### src/rtl/mod_memstage_pkg.sv
// Shared pipeline types for the memory stage: ID_MEM / MEM_EX / EX_WB packets,
// opcode constants, FSM states and instruction classification helpers.
package mod_memstage_pkg;

  localparam logic [7:0] OpMovLoad  = 8'h8B;
  localparam logic [7:0] OpMovStore = 8'h89;
  localparam logic [7:0] OpPopBase  = 8'h58;
  localparam logic [7:0] OpNop      = 8'h90;
  localparam logic [7:0] OpSyscall  = 8'h05;

  typedef struct packed {
    logic [63:0] pc_contents;
    logic [63:0] data_rega;
    logic [63:0] data_regb;
    logic [63:0] data_imm;
    logic [7:0]  ctl_opcode;
    logic        twob_opcode;
    logic [7:0]  ctl_regbyte;
    logic [7:0]  ctl_rmbyte;
    logic        ctl_dep;
    logic        ctl_memdst;
    logic        sim_end;
  } id_mem_t;

  typedef struct packed {
    logic [63:0] pc_contents;
    logic [63:0] data_rega;
    logic [63:0] data_regb;
    logic [63:0] data_imm;
    logic [7:0]  ctl_opcode;
    logic        twob_opcode;
    logic [7:0]  ctl_regbyte;
    logic [7:0]  ctl_rmbyte;
    logic        ctl_dep;
    logic        ctl_memdst;
    logic        sim_end;
  } mem_ex_t;

  typedef struct packed {
    logic [63:0] pc_contents;
    logic [63:0] result;
    logic [7:0]  ctl_regbyte;
    logic        write_en;
    logic        sim_end;
  } ex_wb_t;

  typedef struct packed {
    logic cf;
    logic zf;
    logic sf;
    logic of;
  } flags_reg_t;

  typedef enum logic [1:0] {StIdle, StReq, StWait, StOut} mem_state_e;

  function automatic logic op_is_load(logic [7:0] op, logic twob, logic sim_end);
    return !sim_end && !twob && (op == OpMovLoad);
  endfunction

  function automatic logic op_is_pop(logic [7:0] op, logic twob, logic sim_end);
    return !sim_end && !twob && (op[7:3] == OpPopBase[7:3]);
  endfunction

  function automatic logic op_is_store(logic [7:0] op, logic twob, logic memdst,
                                       logic sim_end);
    return !sim_end && !twob && memdst && (op == OpMovStore);
  endfunction

  function automatic logic pkt_is_mem(id_mem_t p);
    return op_is_load(p.ctl_opcode, p.twob_opcode, p.sim_end) ||
           op_is_pop(p.ctl_opcode, p.twob_opcode, p.sim_end) ||
           op_is_store(p.ctl_opcode, p.twob_opcode, p.ctl_memdst, p.sim_end);
  endfunction

  function automatic mem_ex_t to_mem_ex(id_mem_t p);
    mem_ex_t m;
    m.pc_contents = p.pc_contents;
    m.data_rega   = p.data_rega;
    m.data_regb   = p.data_regb;
    m.data_imm    = p.data_imm;
    m.ctl_opcode  = p.ctl_opcode;
    m.twob_opcode = p.twob_opcode;
    m.ctl_regbyte = p.ctl_regbyte;
    m.ctl_rmbyte  = p.ctl_rmbyte;
    m.ctl_dep     = p.ctl_dep;
    m.ctl_memdst  = p.ctl_memdst;
    m.sim_end     = p.sim_end;
    return m;
  endfunction

endpackage

### src/rtl/mod_memstage_agen.sv
// Combinational address generator: classifies the held instruction and forms
// the request address, write enable and store data.
module mod_memstage_agen
  import mod_memstage_pkg::*;
#(
  parameter int unsigned AddrW = 64,
  parameter int unsigned DataW = 64
) (
  input  logic [7:0]       opcode_i,
  input  logic             twob_i,
  input  logic             memdst_i,
  input  logic             sim_end_i,
  input  logic [63:0]      rega_i,
  input  logic [63:0]      regb_i,
  input  logic [63:0]      imm_i,
  output logic [AddrW-1:0] addr_o,
  output logic             we_o,
  output logic [DataW-1:0] wdata_o
);

  logic        is_pop;
  logic        is_store;
  logic [63:0] sum;

  always_comb begin
    is_pop   = op_is_pop(opcode_i, twob_i, sim_end_i);
    is_store = op_is_store(opcode_i, twob_i, memdst_i, sim_end_i);
    // POP reads at the current RSP; everything else is base + displacement, wrapping.
    sum      = is_pop ? rega_i : rega_i + imm_i;
    addr_o   = AddrW'(sum);
    we_o     = is_store;
    wdata_o  = is_store ? DataW'(regb_i) : '0;
  end

endmodule

### src/rtl/mod_memstage.sv
// Memory-access pipeline stage: issues single-beat loads/stores and presents
// the instruction plus load data to execute over a valid/ready handshake.
module mod_memstage
  import mod_memstage_pkg::*;
#(
  parameter int unsigned AddrW = 64,
  parameter int unsigned DataW = 64
) (
  input  logic             clk,
  input  logic             reset,
  input  logic             in_valid,
  output logic             in_ready,
  input  id_mem_t          in_pkt,
  output logic             mem_req,
  output logic             mem_we,
  output logic [AddrW-1:0] mem_addr,
  output logic [DataW-1:0] mem_wdata,
  input  logic             mem_gnt,
  input  logic             mem_rvalid,
  input  logic [DataW-1:0] mem_rdata,
  output mem_ex_t          memex,
  output logic             memex_valid,
  input  logic             ex_ready,
  output logic [DataW-1:0] load_buffer,
  output logic             loadbuffer_done,
  output logic             memstage_active,
  output logic             store_memstage_active
);

  mem_state_e       state_q, state_d;
  id_mem_t          pkt_q, pkt_d;
  mem_ex_t          memex_q, memex_d;
  logic             memex_valid_q, memex_valid_d;
  logic [DataW-1:0] lbuf_q, lbuf_d;
  logic             lb_done_q, lb_done_d;
  logic             halted_q, halted_d;

  logic [AddrW-1:0] agen_addr;
  logic             agen_we;
  logic [DataW-1:0] agen_wdata;
  logic             busy;
  logic             accept;
  logic             rsp_done;

  mod_memstage_agen #(
    .AddrW (AddrW),
    .DataW (DataW)
  ) u_agen (
    .opcode_i  (pkt_q.ctl_opcode),
    .twob_i    (pkt_q.twob_opcode),
    .memdst_i  (pkt_q.ctl_memdst),
    .sim_end_i (pkt_q.sim_end),
    .rega_i    (pkt_q.data_rega),
    .regb_i    (pkt_q.data_regb),
    .imm_i     (pkt_q.data_imm),
    .addr_o    (agen_addr),
    .we_o      (agen_we),
    .wdata_o   (agen_wdata)
  );

  always_comb begin
    busy                  = (state_q == StReq) || (state_q == StWait);
    mem_req               = (state_q == StReq);
    mem_we                = busy & agen_we;
    mem_addr              = busy ? agen_addr : '0;
    mem_wdata             = busy ? agen_wdata : '0;
    store_memstage_active = mem_we;
    memstage_active       = (state_q != StIdle);
    in_ready              = !halted_q &&
                            ((state_q == StIdle) || ((state_q == StOut) && ex_ready));
    accept                = in_valid && in_ready;
    // A response arriving in the grant cycle completes the access immediately.
    rsp_done              = mem_rvalid &&
                            (((state_q == StReq) && mem_gnt) || (state_q == StWait));
  end

  always_comb begin
    state_d       = state_q;
    pkt_d         = pkt_q;
    memex_d       = memex_q;
    memex_valid_d = memex_valid_q;
    lbuf_d        = lbuf_q;
    lb_done_d     = lb_done_q;
    halted_d      = halted_q;

    case (state_q)
      StReq: begin
        if (mem_gnt && !mem_rvalid) state_d = StWait;
      end
      StOut: begin
        if (ex_ready) begin
          state_d       = StIdle;
          memex_valid_d = 1'b0;
          lb_done_d     = 1'b0;
        end
      end
      default: ;
    endcase

    if (rsp_done) begin
      state_d       = StOut;
      memex_d       = to_mem_ex(pkt_q);
      memex_valid_d = 1'b1;
      lb_done_d     = !agen_we;
      if (!agen_we) lbuf_d = mem_rdata;
    end

    if (accept) begin
      pkt_d = in_pkt;
      if (pkt_is_mem(in_pkt)) begin
        state_d = StReq;
      end else begin
        state_d       = StOut;
        memex_d       = to_mem_ex(in_pkt);
        memex_valid_d = 1'b1;
        lb_done_d     = 1'b0;
        if (in_pkt.sim_end) halted_d = 1'b1;
      end
    end
  end

  always_ff @(posedge clk) begin
    if (reset) begin
      state_q       <= StIdle;
      pkt_q         <= '0;
      memex_q       <= '0;
      memex_valid_q <= 1'b0;
      lbuf_q        <= '0;
      lb_done_q     <= 1'b0;
      halted_q      <= 1'b0;
    end else begin
      state_q       <= state_d;
      pkt_q         <= pkt_d;
      memex_q       <= memex_d;
      memex_valid_q <= memex_valid_d;
      lbuf_q        <= lbuf_d;
      lb_done_q     <= lb_done_d;
      halted_q      <= halted_d;
    end
  end

  assign memex           = memex_q;
  assign memex_valid     = memex_valid_q;
  assign load_buffer     = lbuf_q;
  assign loadbuffer_done = lb_done_q;

endmodule

### config.mk
export PLATFORM = sky130hd
export DESIGN_NAME = mod_memstage
export DESIGN_NICKNAME = d
export VERILOG_FILES = /design/src/rtl/mod_memstage_pkg.sv /design/src/rtl/mod_memstage_agen.sv /design/src/rtl/mod_memstage.sv
export SDC_FILE = /design/constraint.sdc
export NUM_CORES = 1
export LEC_CHECK = 0
export ABC_AREA = 1
export ABC_CLOCK_PERIOD_IN_PS = 2300
export BUFFER_PORTS_ARGS = -buffer_cell sky130_fd_sc_hd__buf_2
export CORE_AREA = 2 2 323 325
export CTS_BUF_LIST = sky130_fd_sc_hd__clkbuf_8
export CTS_CLUSTER_DIAMETER = 30
export DETAILED_ROUTE_END_ITERATION = 7
export DIE_AREA = 0 0 325 327
export HOLD_SLACK_MARGIN = 0.02
export MAX_ROUTING_LAYER = met4
export PLACE_DENSITY = 0.61
export SKIP_CTS_REPAIR_TIMING = 1
export SLEW_MARGIN = 20
export SYNTH_ARGS = -nofsm -noshare
export SYNTH_HDL_FRONTEND = slang
export SYNTH_HIERARCHICAL = 1
export SYNTH_SLANG_ARGS = --single-unit
### constraint.sdc
create_clock -name clk -period 2.3 [get_ports clk]
set_input_delay 0.46 -clock clk [delete_from_list [all_inputs] [get_ports clk]]
set_output_delay 0.46 -clock clk [all_outputs]
set_load 0.01 [all_outputs]
==> results.toml, run 1 <==
[pwr]
p_leak_nw = 27.7
vdd.ir_drop.worst_mv = 0.832
p_sw_mw = 26.6
swShare = 0.419
seqPwrFrac = 0.279
pwr-share-comb = 0.470
p_per_area_nw_per_um2 = 1190
p_int_mw = 36.8
p_clk_frac = 0.250

[floorplanning]
core_um2 = 103000
fp.dieArea_um2 = 106000
io_pins = 837
die_x_um = 325
die_h_um = 327
rows = 118
start_util = 0.332

[setup_path]
cp_common_cell = "nand2_1"
cp_slowest_cell = "dfxtp_4"
cp_top_family = "simple AND/OR/NAND/NOR gates"
worstSetupStartpointType = "register"
critical_path_buf_inv_count = 3
max_stage_delay_ns = 0.36
crit_required_ns = 1.84
path_cells = "ha_4 > nand2_4 > nor2_4 > inv_4 > nor3_4 > nand3_2 > nand2_4 > nand2_1 > nand3_1 > nand3_1 > nand2_1 > nand2_1 > inv_1 > buf_2"
path_class = "reg -> out"
arrival_ns = 3.07
critPathCaptureType = "output port"
crit_path_max_fanout = 4

[drt]
vias = 40300
viasPerCell = 4.78
drc = 0
wirelength_mm = 153
wire_per_inst_um = 18.2
first_iter_violations = 2844
drtPass1Iterations = 8
ant_nets = 0

[grt]
grt_max_degree = 119
use_met2 = 0.436
grt_util_met3 = 0.0627
antenna_found_initial = 25
grt_pass1_wl_mm = 211
grt_overflow = 0
grt_pass1_vias = 35400
top_usage_layer = "met2"
grt_util_all_layers = 0.264
use_met1 = 0.304

[timing]
tns_ns = -106.63
period_share = 1.53
clock_skew_ns = 0.0666
slew_headroom = 0.498
rsz0062_at_grt = "true"
fin_hold_ws_ns = -0.00591
period_minus_slack_ns = 3.53
postLayoutSetupSlackWorst_ns = -1.23
setup_viol = 130
final_max_slew_viol_count = 0
hold_violations = 1
max_freq_mhz = 284
worst_pin_slew_ns = 0.753

[outcome]
violations = "negative hold slack, negative setup slack"
status = "finished, violations left"

[placement]
dp_cells = 7754
dp_hpwl_mm = 108
gp_congestion = 0.978
port_buffers = 836

[clock_tree]
cts_buffers = 155
clk_latency_ns = 0.87
htree_levels = 4
clockRootBuffer = "clkbuf_8"
numClockSinks = 637
cts_tree = "done"
clk_pin_slew_worst_paths_ns = 0.05
cts_buffer_depth = 3

[layout]
final_nets = 7322
drive_above_1_share = 0.317
area_delta_synth_final_pct = 55.7
final_cells = 8429
fill_cells = 9952

[logic_synthesis]
synth-seq-cells = 637
ys_types = 36
yosys.area.top_type = "dfxtp_1"
netlist.area_leader.share = 0.373
yosys_warnings = 6
synth_nets = 5931
syn_inst = 5509
yosysSeqAreaShare = 0.373
avgSynthCellArea_um2 = 6.21
synthTopCellsByArea = "dfxtp_1, nand2_1, inv_1, o21ai_0, a21oi_1"
synth_area_um2 = 34200

[min_path]
hp-class = "in -> reg"

[run]
drv_cap = 0
## worst register-to-register path, delay by kind of cell (launching register included)
kind                       cells  cell delay, ns
AOI/OAI and AO/OA              2            0.35
DFF                            1            0.37
adders and majority gates      1            0.26
and+or+nand+nor                3            0.70
buffers and inverters          3            0.43
## registers in the layout (all words and copies together) (netlist names)
signal and cells:
state_q 2, load_buffer 64, memex_valid 1, halted_q 1, pkt_q 284, loadbuffer_done 1, memex 284
## power groups by stage
stage / Sequential (mW) / Combinational (mW) / Clock, mW
final: 17.7 / 29.8 / 15.9
after global placement: 17.3 / 25.4 / 0
after CTS: 17.2 / 25.8 / 16.1
after floorplan: 17.9 / 13.3 / 0
after detailed placement: 17.3 / 25.6 / 0
after global routing: 18.1 / 32.6 / 16.7
## cells by family (layout without fill, tap and decap cells)
kind of cell / count (synthesis) / in the layout / synth area share
and+or+nand+nor: 2020 / 2021 / 0.237
DFF: 637 / 637 / 0.373
AOI/OAI and AO/OA: 1348 / 1348 / 0.198
adders and majority gates: 68 / 68 / 0.0251
xor gates and xnor gates: 29 / 29 / 0.00743
buffers and inverters: 1407 / 2920 / 0.160
other: 0 / 26 / 0
## cells in the final DEF, fill, tap and decap left out, types with 143 or more instances in the layout
cell / count
nand2_1: 1382
inv_1: 1029
o21ai_0: 779
buf_2: 765
dfxtp_1: 538
a21oi_1: 384
dlygate4sd3_1: 313
buf_4: 298
clkbuf_8: 184
nand2_2: 170
o21ai_1: 143
## through the flow
| step | area (µm²) | setup slack [ns] | utilization | power (mW) | hold WS (ns) |
|---|---|---|---|---|---|
| 6_report | 53200 | -1.23 | 0.517 | 63.4 | -0.00591 |
| 5_1_grt | 53200 | -1.37 | 0.517 | 67.3 | 0.0126 |
| 4_1_cts | 45500 | -1.49 | 0.442 | 59.0 | -0.244 |
| 3_5_place_dp | 41900 | -0.543 | 0.407 | 42.9 | 0.432 |
| 3_3_place_gp | 41900 | -0.560 | 0.407 | 42.7 | 0.429 |
| 2_1_floorplan | 34200 | -0.00806 | - | 31.2 | 0.425 |
## cell usage after synthesis
| master | count |
|---|---|
| nor3_1 | 11 |
| o21ai_1 | 129 |
| buf_2 | 122 |
| nor2_2 | 25 |
| inv_1 | 1086 |
| nand3b_1 | 9 |
| fa_1 | 1 |
| buf_6 | 2 |
| clkinv_1 | 1 |
| or2_2 | 2 |
| clkbuf_2 | 1 |
| clkinv_2 | 1 |
| nand3_2 | 13 |
| and2_1 | 1 |
| xor2_1 | 1 |
| or2_1 | 1 |
| ha_1 | 67 |
| nand2_2 | 24 |
| nor4_2 | 3 |
| nor3_2 | 1 |
| a21oi_1 | 414 |
| a211oi_1 | 1 |
| nor2_1 | 201 |
| inv_2 | 10 |
| dfxtp_1 | 637 |
| a21boi_0 | 1 |
| nor3_4 | 4 |
| nand4_1 | 20 |
| xnor2_1 | 28 |
| buf_1 | 5 |
| o21bai_1 | 2 |
| nand2_1 | 1599 |
| clkbuf_1 | 176 |
| buf_4 | 3 |
| nand3_1 | 106 |
| o21ai_0 | 801 |
## layer usage
metal / up-vias / part of all wire
met2: 1561 / 0.48
met1: 18500 / 0.40
met4: 0 / 0.050
met5: - / 0
met3: 352 / 0.070
li1: 19800 / -
## final cells by class
class / count / area [µm²] / share of cell area
Sequential cell: 637 / 12900 / 0.243
Timing Repair Buffer: 1542 / 11600 / 0.218
Inverter: 1098 / 4160 / 0.0782
Antenna cell: 26 / 65.1 / 0.00122
Tap cell: 1380 / 1730 / 0.0324
Multi-Input combinational cell: 3466 / 19100 / 0.359
Clock inverter: 97 / 1100 / 0.0207
Clock buffer: 183 / 2520 / 0.0473
## final timing paths
| check | slack [ns] | startpoint | cells after the start | end |
|---|---|---|---|---|
| max | -1.23 | pkt_q[179] | 14 | mem_addr[58] |
| max reg2reg | 0.07 | state_q[0] | 9 | load_buffer[7] |
| min | -0.006 | in_pkt[191] | 3 | pkt_q[191] |
| min reg2reg | 0.44 | load_buffer[36] | 2 | load_buffer[36] |
No activity file was read; power rests on OpenSTA's default activity.
==> run 2: changes to the inputs <==
Settings changed: ABC_AREA 1 to unset, CORE_AREA 2 2 323 325 to 2 2 327 329, DIE_AREA 0 0 325 327 to 0 0 329 331, PLACE_DENSITY 0.61 to 0.55.
==> results.toml, run 2 <==
[setup_path]
cp_slowest_cell = "o32ai_4"
crit_required_ns = 1.84
critical_path_buf_inv_count = 2
arrival_ns = 3.97
worstSetupStartpointType = "register"
path_cells = "ha_4 > fa_2 > a21oi_2 > o21ai_2 > o211ai_1 > o211ai_1 > buf_4 > nand3_4 > a21oi_4 > o32ai_4 > o21ai_2 > xnor2_1 > o21ai_2 > and2_4 > buf_4"
critPathCaptureType = "output port"
path_class = "reg -> out"
r2r_slack_ns = -0.42
cp_top_family = "compound AO/OA/AOI/OAI gates"
max_stage_delay_ns = 0.37
cp_common_cell = "o21ai_2"
crit_path_max_fanout = 3

[placement]
dp_cells = 6257
gp_congestion = 0.919
dpl-instance-area_um2 = 39100
port_buffers = 836
dp_hpwl_mm = 96.0

[floorplanning]
rows = 119
io_pins = 837
die_h_um = 331
start_util = 0.279
fp.dieArea_um2 = 109000
die_x_um = 329
core_um2 = 105000

[timing]
worst_pin_slew_ns = 0.981
max_freq_mhz = 226
hold_violations = 1
slew_headroom = 0.346
postLayoutSetupSlackWorst_ns = -2.13
fin_hold_ws_ns = -0.00124
tns_ns = -203.63
rsz0062_at_grt = "true"
final_max_slew_viol_count = 0
period_minus_slack_ns = 4.43
period_share = 1.93
setup_viol = 225
clock_skew_ns = 0.0465

[clock_tree]
numClockSinks = 637
cts_buffers = 162
clk_pin_slew_worst_paths_ns = 0.05
clk_latency_ns = 0.85
cts_tree = "done"
cts_buffer_depth = 3
clockRootBuffer = "clkbuf_8"
htree_levels = 4

[logic_synthesis]
synth-seq-cells = 637
synth_flop_cell = "dfxtp_1"
ys_types = 78
yosysMostFrequentCell = "nand2_1"
synthTopCellsByCount = "nand2_1, dfxtp_1, nor2_1"
yosysSeqAreaShare = 0.435
synthTopCellsByArea = "dfxtp_1, nand2_1, nor2_1, a32oi_1, o21ai_0"
syn_inst = 3833
yosys.area.top_type = "dfxtp_1"
synth_nets = 4255
synth_area_um2 = 29300
synth-async-reset-ratio = 0
netlist.area_leader.share = 0.435
avgSynthCellArea_um2 = 7.65
synth_edf_count = 0
yosys_warnings = 6

[layout]
drive_above_1_share = 0.360
final_area_um2 = 48000
area_delta_synth_final_pct = 63.7
final_cell_mix = "nand2_1, buf_2, dfxtp_1"
fill_cells = 10300
final_common_cell = "nand2_1"
multi_input_area_um2 = 16600
final_nets = 5783
final_cells = 6893
seq_area_um2 = 12800

[pwr]
p_per_area_nw_per_um2 = 1240
finalPower_mw = 59.3
swShare = 0.390
seqPwrFrac = 0.277
p_leak_nw = 21.3
vdd.ir_drop.worst_mv = 0.760
p_sw_mw = 23.1
p_int_mw = 36.1
pwr-share-comb = 0.453
p_clk_frac = 0.270

[min_path]
hp-class = "in -> reg"

[drt]
ant_nets = 0
viasPerCell = 4.95
wire_per_inst_um = 19.8
drc = 0
wirelength_mm = 137
drtPass1Iterations = 5
first_iter_violations = 2409
vias = 34100

[grt]
grt_max_degree = 194
grt_pass1_vias = 31400
grt_overflow = 0
grt_util_all_layers = 0.230
grt_pass1_wl_mm = 188
antenna_found_initial = 14

[outcome]
violations = "negative hold slack, negative setup slack"
status = "finished, violations left"

[run]
drv_cap = 0
-- run 2: cell count changes in the layout (fill, tap and decap cells not counted), sizes merged, moves of 172 or more --
| cell | before | now |
|---|---|---|
| a21oi | 414 | 242 |
| a32oi | 0 | 222 |
| and2 | 1 | 197 |
| inv | 1138 | 58 |
| nand2 | 1624 | 900 |
| nor2 | 226 | 534 |
| o21ai | 930 | 274 |
-- run 2: cell type report --
class,count,area share
diodes,11,0.000574
repair buffers,1687,0.269
well taps,1391,0.0363
multi-input cells,2847,0.347
clock inverters,96,0.0213
flip-flops and latches,637,0.267
inverters,26,0.00214
clock buffers,198,0.0568
-- run 2: metal layers --
| metal | wire [µm] | share of wire | global-route usage | vias up |
|---|---|---|---|---|
| met5 | 0 | 0 | - | - |
| met4 | 6450 | 0.047 | 0.104 | 0 |
| met3 | 8860 | 0.065 | 0.0493 | 347 |
| met2 | 66100 | 0.48 | 0.375 | 1389 |
| met1 | 55200 | 0.40 | 0.272 | 16100 |
| li1 | - | - | - | 16300 |
-- run 2: power by group through the flow --
stage | Combinational (mW) | Sequential [mW] | Clock, mW
2_1_floorplan | 11.7 | 17.1 | 0
3_3_place_gp | 24.5 | 16.4 | 0
3_5_place_dp | 24.6 | 16.5 | 0
4_1_cts | 24.7 | 16.3 | 16.3
5_1_grt | 29.0 | 16.7 | 16.9
6_report | 26.8 | 16.4 | 16.0
-- run 2: cell families (layout without fill, tap and decap cells) --
group,after synthesis,after routing,synth area share
adder cells (fa/ha/maj),68,68,0.0293
AO/OA/AOI/OAI,928,928,0.210
flip-flops,637,637,0.435
multiplexers,7,7,0.00252
other,0,11,0
AND/OR/NAND/NOR,1782,1782,0.256
XOR/XNOR,62,62,0.0185
buffers and inverters,349,2007,0.0483
-- run 2: final timing paths --
kind,start,end,cells after the start
max,pkt_q[156],mem_addr[62],15
max reg2reg,pkt_q[25],load_buffer[41],12
min,in_pkt[167],pkt_q[167],3
min reg2reg,load_buffer[27],load_buffer[27],2
-- run 2: worst register-to-register path, delay by kind of cell, from the launching register on --
kind	cells	cell delay (ns)
flops	1	0.33
simple gates	5	1.18
compound gates	1	0.08
buf+inv	6	0.98
-- run 2: metrics by stage --
step | setup slack, ns | hold WS (ns) | util
finish | -2.13 | -0.00124 | 0.457
CTS | -2.69 | -0.276 | 0.408
global route | -2.28 | 0.0198 | 0.457
detailed placement | -1.72 | 0.443 | 0.373
floorplan | -0.754 | 0.437 | -
global placement | -1.71 | 0.439 | 0.373
